===== config.mk =====
export PLATFORM = sky130hd
export DESIGN_NAME = mips_multicycle_ctrl
export DESIGN_NICKNAME = d
export VERILOG_FILES = /design/src/rtl/mips_multicycle_ctrl.sv
export SDC_FILE = /design/constraint.sdc
export NUM_CORES = 1
export LEC_CHECK = 0
export BUFFER_PORTS_ARGS = -buffer_cell sky130_fd_sc_hd__buf_2
export CAP_MARGIN = 20
export CORE_MARGIN = 4
export CORE_UTILIZATION = 44
export CTS_BUF_LIST = sky130_fd_sc_hd__clkbuf_8
export CTS_CLUSTER_DIAMETER = 120
export CTS_CLUSTER_SIZE = 28
export DETAILED_ROUTE_END_ITERATION = 8
export PLACE_DENSITY_LB_ADDON = 0.3
export SYNTH_ARGS = -nofsm -noshare
export SYNTH_HDL_FRONTEND = slang
export SYNTH_SLANG_ARGS = --single-unit
export TNS_END_PERCENT = 100

===== constraint.sdc =====
create_clock -name clk -period 1.3 [get_ports clk]
set_clock_uncertainty 0.05 [all_clocks]
set_input_delay 0.195 -clock clk [delete_from_list [all_inputs] [get_ports clk]]
set_output_delay 0.195 -clock clk [all_outputs]
set_load 0.02 [all_outputs]

===== src/rtl/mips_multicycle_ctrl.sv =====
// Main control FSM for the 16-bit multicycle MIPS datapath, with a memory-wait timeout.
// Optional retired-instruction counter enabled by `define PERF_CNT_EN.
module mips_multicycle_ctrl #(
  parameter int unsigned MEM_TIMEOUT = 15,
  parameter int unsigned CNT_W       = 16
) (
  input  logic             clk,
  input  logic             reset_n,
  input  logic [2:0]       Opcode,
  input  logic             mem_ready,
  output logic             PCWrite,
  output logic             PCWriteCond,
  output logic             IorD,
  output logic             MemRead,
  output logic             MemWrite,
  output logic             IRWrite,
  output logic [1:0]       MemtoReg,
  output logic [1:0]       RegDst,
  output logic             RegWrite,
  output logic             ALUSrcA,
  output logic [1:0]       ALUSrcB,
  output logic [1:0]       ALUOp,
  output logic [1:0]       PCSource,
  output logic             mem_err,
  output logic [3:0]       state_o,
  output logic [CNT_W-1:0] instr_retired
);

  localparam int unsigned TW    = (MEM_TIMEOUT > 2) ? $clog2(MEM_TIMEOUT) : 1;
  localparam int unsigned LIMIT = (MEM_TIMEOUT == 0) ? 0 : MEM_TIMEOUT - 1;
  localparam bit          TO_EN = (MEM_TIMEOUT != 0);

  typedef enum logic [3:0] {
    S_IDLE     = 4'd0,
    S_FETCH    = 4'd1,
    S_DECODE   = 4'd2,
    S_MEMADR   = 4'd3,
    S_MEMRD    = 4'd4,
    S_MEMWB    = 4'd5,
    S_MEMWR    = 4'd6,
    S_RTYPE_EX = 4'd7,
    S_RTYPE_WB = 4'd8,
    S_BEQ      = 4'd9,
    S_IMM_EX   = 4'd10,
    S_IMM_WB   = 4'd11,
    S_JUMP     = 4'd12,
    S_JAL      = 4'd13,
    S_ERR      = 4'd14
  } state_e;

  state_e        state_q, state_d;
  logic [2:0]    op_q, op_d;
  logic [TW-1:0] wait_cnt_q, wait_cnt_d;
  logic          wait_st;
  logic          timeout;

  always_ff @(posedge clk or negedge reset_n) begin
    if (!reset_n) begin
      state_q    <= S_IDLE;
      op_q       <= 3'd0;
      wait_cnt_q <= '0;
    end else begin
      state_q    <= state_d;
      op_q       <= op_d;
      wait_cnt_q <= wait_cnt_d;
    end
  end

  // Next-state and Moore-style control decode; only FETCH looks at mem_ready for outputs.
  always_comb begin
    state_d     = state_q;
    op_d        = op_q;
    wait_cnt_d  = '0;
    PCWrite     = 1'b0;
    PCWriteCond = 1'b0;
    IorD        = 1'b0;
    MemRead     = 1'b0;
    MemWrite    = 1'b0;
    IRWrite     = 1'b0;
    MemtoReg    = 2'b00;
    RegDst      = 2'b00;
    RegWrite    = 1'b0;
    ALUSrcA     = 1'b0;
    ALUSrcB     = 2'b00;
    ALUOp       = 2'b00;
    PCSource    = 2'b00;
    mem_err     = 1'b0;
    state_o     = state_q;
    wait_st     = (state_q == S_FETCH) || (state_q == S_MEMRD) || (state_q == S_MEMWR);
    timeout     = TO_EN && !mem_ready && (wait_cnt_q == TW'(LIMIT));

    case (state_q)
      S_IDLE: state_d = S_FETCH;
      S_FETCH: begin
        MemRead = 1'b1;
        ALUSrcB = 2'b01;
        ALUOp   = 2'b11;
        IRWrite = mem_ready;
        PCWrite = mem_ready;
        if (mem_ready)    state_d = S_DECODE;
        else if (timeout) state_d = S_ERR;
      end
      S_DECODE: begin
        ALUSrcB = 2'b11;
        ALUOp   = 2'b11;
        op_d    = Opcode;
        case (Opcode)
          3'b000:         state_d = S_RTYPE_EX;
          3'b001, 3'b111: state_d = S_IMM_EX;
          3'b010:         state_d = S_JUMP;
          3'b011:         state_d = S_JAL;
          3'b100, 3'b101: state_d = S_MEMADR;
          default:        state_d = S_BEQ;
        endcase
      end
      S_MEMADR: begin
        ALUSrcA = 1'b1;
        ALUSrcB = 2'b10;
        ALUOp   = 2'b11;
        state_d = (op_q == 3'b100) ? S_MEMRD : S_MEMWR;
      end
      S_MEMRD: begin
        MemRead = 1'b1;
        IorD    = 1'b1;
        if (mem_ready)    state_d = S_MEMWB;
        else if (timeout) state_d = S_ERR;
      end
      S_MEMWB: begin
        RegWrite = 1'b1;
        MemtoReg = 2'b01;
        state_d  = S_FETCH;
      end
      S_MEMWR: begin
        MemWrite = 1'b1;
        IorD     = 1'b1;
        if (mem_ready)    state_d = S_FETCH;
        else if (timeout) state_d = S_ERR;
      end
      S_RTYPE_EX: begin
        ALUSrcA = 1'b1;
        state_d = S_RTYPE_WB;
      end
      S_RTYPE_WB: begin
        RegWrite = 1'b1;
        RegDst   = 2'b01;
        state_d  = S_FETCH;
      end
      S_BEQ: begin
        ALUSrcA     = 1'b1;
        ALUOp       = 2'b01;
        PCWriteCond = 1'b1;
        PCSource    = 2'b01;
        state_d     = S_FETCH;
      end
      S_IMM_EX: begin
        ALUSrcA = 1'b1;
        ALUSrcB = 2'b10;
        ALUOp   = (op_q == 3'b001) ? 2'b10 : 2'b11;
        state_d = S_IMM_WB;
      end
      S_IMM_WB: begin
        RegWrite = 1'b1;
        state_d  = S_FETCH;
      end
      S_JUMP: begin
        PCWrite  = 1'b1;
        PCSource = 2'b10;
        state_d  = S_FETCH;
      end
      S_JAL: begin
        PCWrite  = 1'b1;
        PCSource = 2'b10;
        RegWrite = 1'b1;
        RegDst   = 2'b10;
        MemtoReg = 2'b10;
        state_d  = S_FETCH;
      end
      S_ERR:   mem_err = 1'b1;
      default: state_d = S_IDLE;
    endcase

    // Count consecutive non-ready cycles; any exit or ready cycle clears it.
    if (wait_st && !mem_ready) wait_cnt_d = wait_cnt_q + TW'(1);
  end

`ifdef PERF_CNT_EN
  logic [CNT_W-1:0] ret_q, ret_d;

  always_comb begin
    ret_d = ret_q;
    if (state_d == S_FETCH && state_q != S_FETCH && state_q != S_IDLE)
      ret_d = ret_q + CNT_W'(1);
  end

  always_ff @(posedge clk or negedge reset_n) begin
    if (!reset_n) ret_q <= '0;
    else          ret_q <= ret_d;
  end

  assign instr_retired = ret_q;
`else
  assign instr_retired = '0;
`endif

endmodule


# Word-level counts from Yosys, hierarchy flattened
# Index checks and enable logic that the tools add are counted.
[word_totals]
wordCells = 67
out_inout_bits = 39
regBits = 11
[op_classes]
addsub = 1
n_reduce_logical = 17
muxes = 23
eq_ne = 23
[ops]
columns = ["op", "n"]
rows = [
  ["4-bit one-hot mux with 9 select lines", 1],
  ["4-bit equality test (second input constant)", 8],
  ["4-bit 2-to-1 mux", 5],
  ["4-bit one-hot mux with 5 select lines", 1],
  ["4-bit by 3-bit equality test with 1-bit output (second input constant)", 4],
  ["3-bit equality test (second input constant)", 4],
  ["2-bit one-hot mux with 2 select lines", 3],
  ["2-bit one-hot mux with 3 select lines", 2],
  ["2-bit OR reduction", 6],
  ["1-bit 2-to-1 mux", 9],
  ["4-bit by 2-bit equality test with 1-bit output (second input constant)", 2],
  ["4-bit OR reduction", 2],
  ["7-bit OR reduction", 1],
  ["3-bit by 1-bit equality test with 1-bit output (second input constant)", 2],
  ["3-bit by 2-bit equality test with 1-bit output (second input constant)", 2],
  ["4-bit by 1-bit adder with 4-bit output (second input constant)", 1],
  ["4-bit by 1-bit equality test with 1-bit output (second input constant)", 1],
  ["4-bit zero test", 1],
  ["3-bit zero test", 1],
  ["3-bit OR reduction", 1],
  ["1-bit logical AND", 2],
  ["1-bit logical OR", 2],
  ["2-bit 2-to-1 mux", 1],
  ["1-bit one-hot mux with 2 select lines", 1],
  ["1-bit zero test", 1],
]

# Depth between registers and ports, before layout
# Gate-level depths: netlist of run 1.
[depth]
word_depth = 5
ltp_mapped = 6

# Worst setup path after synthesis of run 1
# No wires, ideal clock.
[synth_timing]
path_type = "register to output"
startpoint = "reg state_q[0], in the netlist state_o[0]"
endpoint = "out ALUOp[0]"
path_stages_with_launch = 5
setup_slack_ns = -0.525
t_arrival_ns = 1.580
n_path_buf = 2
cell_sequence = "dfrtp_1 > buf_2 > buf_2 > a21o_1 > a311oi_1"
[synth_between]
elab_chain_len = 3
word_cells_on_any_way = 7
cone_classes = "5 x eq/ne; 1 x mux; 1 x reduce/logical"
[synth_lines]
columns = ["item", "line_no", "text"]
rows = [
  ["start, declared", "51", "state_e state_q, state_d;"],
  ["start signal, assigned", "63", "state_q <= state_d;"],
  ["4-bit by 1-bit equality test with 1-bit output or 4-bit by 2-bit equality test with 1-bit output (tied branches)", "92", "case (state_q)"],
  ["3-bit OR reduction (no line)", "--", ""],
  ["2-bit one-hot mux with 3 select lines (*)", "92", ""],
  ["end, declared", "22", "output logic [1:0] ALUOp,"],
]
# Mark *: on every way between the ends. The rest lies on a longest branch, timed or not.

# Worst setup path in the final report of run 1
[layout_timing]
startpoint = "reg state_q[0], in the netlist state_o[0]"
endpoint = "out ALUSrcB[0]"
[layout_between]
elab_chain_len = 3
word_cells_on_any_way = 6
cone_classes = "4 x eq/ne; 1 x mux; 1 x reduce/logical"
[layout_lines]
columns = ["item", "line_no", "text"]
rows = [
  ["4-bit equality test or 4-bit by 2-bit equality test with 1-bit output (tied branches)", "92", ""],
  ["2-bit OR reduction (no line)", "--", ""],
  ["2-bit one-hot mux with 3 select lines (*)", "92", ""],
  ["end, declared", "21", "output logic [1:0] ALUSrcB,"],
]
# Marks and branches as above.

==> reports/metrics.yaml, run 1 <==
syn2layout_area_growth_pct: 84.0
power_density_nw_per_um2: 2700
vias_per_cell: 5.40
r2r_slack_ps: -340
post-route-min-period_ps: 1670
setup_viol: 30
cts.clk_slew.worst_paths_ps: 50
n_fill_cell: 121
violations: "setup timing"
netlist_area_sq_um: 1020
ys_warn_count: 0
htree_levels: 1
nNetsFinal: 193
grt_pass1_wl_mm: 5.09
combPwrFrac_pct: 80.7
multi_input_area_sq_um: 913
rsz0062_at_grt: "true"
intPower_mw: 2.66
clockBufferDepth: 2
ys_types: 38
power_switching_mw: 2.41
final-max-slew-violation-count: 0
power_mw: 5.08
grt.total_usage_pct: 20.8
yosysSeqAreaShare_pct: 27.0
drv_cap: 0
diodes: 0
async_flop_share_pct: 100
pwr-share-seq_pct: 12.7
crit_path_end_kind: "output port"
vias: 1144
swShare_pct: 47.5
ys_seq_elements: 11
seq_area_sq_um: 280
start_util_pct: 46.1
required_ps: 1050
cts.sink_count: 11
first_pass_iters: 4
dieArea_sq_um: 3150
cts_tree: "built"
drcViolationCount: 0
gp_congestion: 0.912
num_rows: 17
synth-edff-count: 0
min_period_over_period_pct: 128
min_path_type: "input pin to flop"
leakage_nw: 0.832
dieHeight_um: 56.1
final_core_util_pct: 84.8
worst_slack_ps: -366
fmax_mhz: 600
io_pins: 45
synth.avg_cell_area_sq_um: 8.09
drt_iter0_drc: 53
grt.overflow.total: 0
cp-start-kind: "flop"
hpwlAfterDp_mm: 2.10
vdd_drop_max_mv: 1.92
port_buffers: 28
cts_made_buffers: 3
drt-total-wl_mm: 3.92
arrival_ps: 1420
synth_top_flop_cell: "dfrtp_1"
worstSkewPairLatency_ps: 240
path_class: "flop to output port"
grt_pass1_vias: 1023
path_max_fanout: 6
clkPwrFrac_pct: 6.6
status: "complete, but fails checks"
synth_cells: 126
fp.dieW_um: 56.1
core_sq_um: 2210
root_buffer: "clkbuf_8"
drive_above_1_share_pct: 64.1
final_antenna_net_count: 0
antenna_found_initial: 0
grt_max_degree: 12
hold_viol_final: 0
wl_per_cell_um: 18.5
## synthesized netlist by cell type (2+ instances only)
library cell  number  area share, %
inv_1              2           0.74
a211oi_1           3            2.2
nor3b_1            2            1.5
dfrtp_1           11             27
buf_4             19             14
a21boi_0           2            1.5
mux2_2             3            3.3
o21ai_0            3            1.5
nand3_1            2           0.98
a21oi_1            4            2.0
o22ai_1            4            2.5
nand2b_4           3            4.0
nor2b_1            3            1.8
xnor2_1            2            1.7
buf_6              2            2.2
nor2_1            23            8.5
nor3_1             2           0.98
ha_1               2            2.5
o311ai_0           2            1.7
nand2b_1           4            2.5
o21ai_1            2           0.98
buf_2              5            2.5
nand2_1            6            2.2
## cell families after synthesis
group	share of synthesized area [%]
xor gates and xnor gates	2.58
DFF	27.0
muxes	3.31
other	0.368
AOI/OAI and AO/OA	18.5
adders and majority gates	2.45
buffers and inverters	19.8
and+or+nand+nor	26.0
## layer usage
metal / up-vias / share of wire [%] / track usage, %
met5: - / 0 / 0
met4: 0 / 2.7 / 3.73
met3: 12 / 6.7 / 5.80
met2: 53 / 53 / 35.7
met1: 563 / 37 / 26.0
li1: 516 / - / -
## repair_timing
action / in CTS / in global routing
buffers inserted: 7 / 2
hold buffers: 1 / 0
endpoints found under the setup margin: 31 / 33
endpoints found under the hold margin: 11 / 0
gates resized for setup: 59 / 23
pin swaps: 15 / 6
## cell type report
cell class	count	area share (%)
clock inverter	1	0.200
timing repair buffer	66	31.7
tap	28	1.87
inverter	2	0.400
clock buffer	3	2.20
sequential	11	14.9
multi-input combinational	101	48.7
## path summary, 6_finish.rpt
path                            start            end  depth (start not counted)
setup / recovery           state_o[0]     ALUSrcB[0]                          5
hold / removal              Opcode[1]        op_q[1]                          2
setup reg to reg           state_o[2]     state_o[1]                          5
hold reg to reg               op_q[0]        op_q[0]                          1
max in group asynchronous     reset_n     state_o[0]                          2
min in group asynchronous     reset_n  wait_cnt_q[3]                          2
## cell usage in the layout, fill, tap and decap left out, drive strengths merged
cell	n
dfrtp	11
or4	1
a211oi	3
nor3	3
nand2	6
nor2	23
and2	1
o31a	1
nor3b	2
o311ai	2
buf	65
a311oi	1
o22ai	4
a21boi	2
ha	2
mux2	3
a21o	1
o211ai	1
xor2	1
dlygate4sd3	1
o31ai	1
inv	3
a21oi	4
nor4	1
conb	16
o221ai	1
a2111oi	1
o21ai	5
clkbuf	3
nand3	2
nor2b	3
xnor2	2
nand2b	7
a31oi	1
## worst max-delay path: stages (launching register included)
cell	delay [ps]
dfrtp_2	460
buf_6	170
nand2b_4	160
buf_6	140
a21boi_4	120
buf_6	130
## flip-flops by register name, indices dropped and copies added, names as in the netlist
register and count:
op_q 3, state_o 4, wait_cnt_q 4
## power by group through the flow
stage | clock network (mW) | registers, mW | logic (mW)
detailed placement | 0 | 0.668 | 2.89
floorplan | 0 | 0.635 | 2.23
CTS | 0.337 | 0.631 | 3.63
global placement | 0 | 0.653 | 2.84
finish | 0.334 | 0.644 | 4.10
global route | 0.356 | 0.659 | 4.28
## per-stage QoR
stage / std cells / TNS, ps / area, sq um / hold slack, ps / setup WS [ps]
after global placement: 198 / -1240 / 1460 / 24.1 / -121
final: 212 / -7340 / 1880 / 224 / -366
after CTS: 210 / -6180 / 1770 / 214 / -337
after detailed placement: 198 / -1980 / 1460 / 28.3 / -146
after floorplan: 141 / -1880 / 1310 / -151 / -198
after global routing: 212 / -8350 / 1880 / 225 / -401
Power figures use the tool's default switching activity.
==> inputs of run 2 (changes only) <==
CORE_UTILIZATION = 49   (was 44)
RECOVER_POWER = 50   (was unset)
clock period = 1.65 ns   (was 1.3 ns; I/O delays follow)
==> run 2 against run 1 <==
  * The run now ends clean
  * Non-clock buffer count decreased by 24
  * Clock-buffer cell count unchanged
  * Highest routed layer unchanged
  * Routed wire length decreased by 35%
  * Largest cell class unchanged
  * Critical path depth decreased by 2
==> reports/metrics.yaml, run 2 (synthesis gave the netlist of run 1 again) <==
rsz0062_at_grt: "true"
min_period_over_period_pct: 99.4
fp.dieW_um: 53.6  # -4.5%
cp-start-kind: "flop"
setup_viol: 0  # -100%
core_sq_um: 1960  # -11%
layout_common_cells: "nor2_1, buf_4, buf_2"
drcViolationCount: 0  # unchanged
gp_congestion: 0.755  # -17%
dieArea_sq_um: 2880  # -8.8%
syn2layout_area_growth_pct: 26.7
vias_per_cell: 5.23  # -3.1%
dieHeight_um: 53.6  # -4.5%
grt_pass1_vias: 924  # -9.7%
cts.clk_slew.worst_paths_ps: 50  # about the same
nNetsFinal: 169  # -12%
grt_pass1_wl_mm: 3.93  # -23%
path_class: "flop to output port"
drt_iter0_drc: 24  # -55%
worstSkewPairLatency_ps: 240  # about the same
diodes: 0  # unchanged
num_rows: 16  # -1
cts.sink_count: 11  # unchanged
antenna_found_initial: 0  # unchanged
crit_path_end_kind: "output port"
wl_per_cell_um: 13.6  # -26%
dpl.cell_count: 178  # -10%
drv_cap: 0  # unchanged
arrival_ps: 1340  # -80 ps
start_util_pct: 52.0  # +5.9 points
clockBufferDepth: 2  # unchanged
port_buffers: 28  # unchanged
post-route-min-period_ps: 1640
worst_slack_ps: 9.20  # +375 ps
status: "completed"
final_antenna_net_count: 0  # unchanged
final-max-slew-violation-count: 0  # unchanged
cts_tree: "built"
vdd_drop_max_mv: 1.06  # -45%
power_mw: 2.62  # -48%
drive_above_1_share_pct: 40.0  # -24 points
hpwlAfterDp_mm: 1.84  # -12%
first_pass_iters: 4  # unchanged
min_path_type: "input pin to flop"
met1_usage_pct: 19.7  # -6.3 points
grt_use_met2_pct: 36.7  # +1.0 points
place_ws_ps: 71.6  # +218 ps
slew_headroom_pct: 57.8
fmax_mhz: 609
cts_made_buffers: 3  # unchanged
grt-busiest-layer: "met2"
root_buffer: "clkbuf_8"
drt-total-wl_mm: 2.55  # -35%
grt_util_met3_pct: 2.77  # -3.0 points
tightestPinTransition_ps: 633
hold_viol_final: 0  # unchanged
power_density_nw_per_um2: 2030  # -25%
required_ps: 1350  # +300 ps
path_max_fanout: 7  # +1
io_pins: 45  # unchanged
leakage_nw: 0.618  # -26%
grt.overflow.total: 0  # unchanged
final_cells: 187  # -12%
grt.total_usage_pct: 18.3  # -2.5 points
htree_levels: 1  # unchanged
vias: 978  # -15%
grt_max_degree: 12  # unchanged
## run 2: what timing repair did
action,in CTS,in global routing
endpoints found under the hold margin,11,0
hold buffers,1,0
resized for setup,9,15
buffers inserted,3,1
setup endpoints to repair,12,13
pin swaps,0,4
## run 2: area by class of cell
| type | instances | area [sq um] |
|---|---|---|
| repair buffers | 42 | 277 |
| inverters | 2 | 7.51 |
| clock buffers | 3 | 41.3 |
| clock inverters | 1 | 3.75 |
| fillers | 181 | 669 |
| flip-flops and latches | 11 | 279 |
| well taps | 27 | 33.8 |
| multi-input cells | 101 | 651 |
## run 2: final timing paths
| path | start | slack, ps | cells after the start | end |
|---|---|---|---|---|
| hold / removal | Opcode[2] | 260 | 2 | op_q[2] |
| min in group asynchronous | reset_n | 490 | 2 | wait_cnt_q[0] |
| hold reg to reg | wait_cnt_q[0] | 440 | 1 | wait_cnt_q[0] |
| setup reg to reg | state_o[3] | 80 | 4 | op_q[1] |
| max in group asynchronous | reset_n | 610 | 2 | state_o[3] |
| setup / recovery | state_o[0] | 9 | 3 | MemRead |
## run 2: where the power goes
part | switching [mW] | internal, mW | total (mW)
sequential | 0.155 | 0.376 | 0.531
clock | 0.103 | 0.164 | 0.266
combinational | 1.03 | 0.797 | 1.82
## run 2: worst max-delay path, stage by stage, from the launching register on
cell	delay, ps
dfrtp_2	460
nand2b_1	240
a211oi_2	210
buf_2	190
## run 2: metrics by stage
stage / hold slack (ps) / util [%] / cell area [sq um] / setup TNS [ps]
floorplan: -98.1 / - / 1100 / -79.0
CTS: 260 / 63.2 / 1240 / -4.76
finish: 257 / 65.9 / 1290 / 0
global placement: 80.4 / 58.3 / 1140 / 0
detailed placement: 85.5 / 58.3 / 1140 / 0
global route: 276 / 65.9 / 1290 / -275
## run 2: per-layer routing
layer | vias up | wire length (um)
met5 | - | 0
met4 | 0 | 16
met3 | 2 | 161
met2 | 42 | 1490
met1 | 464 | 882
li1 | 470 | -
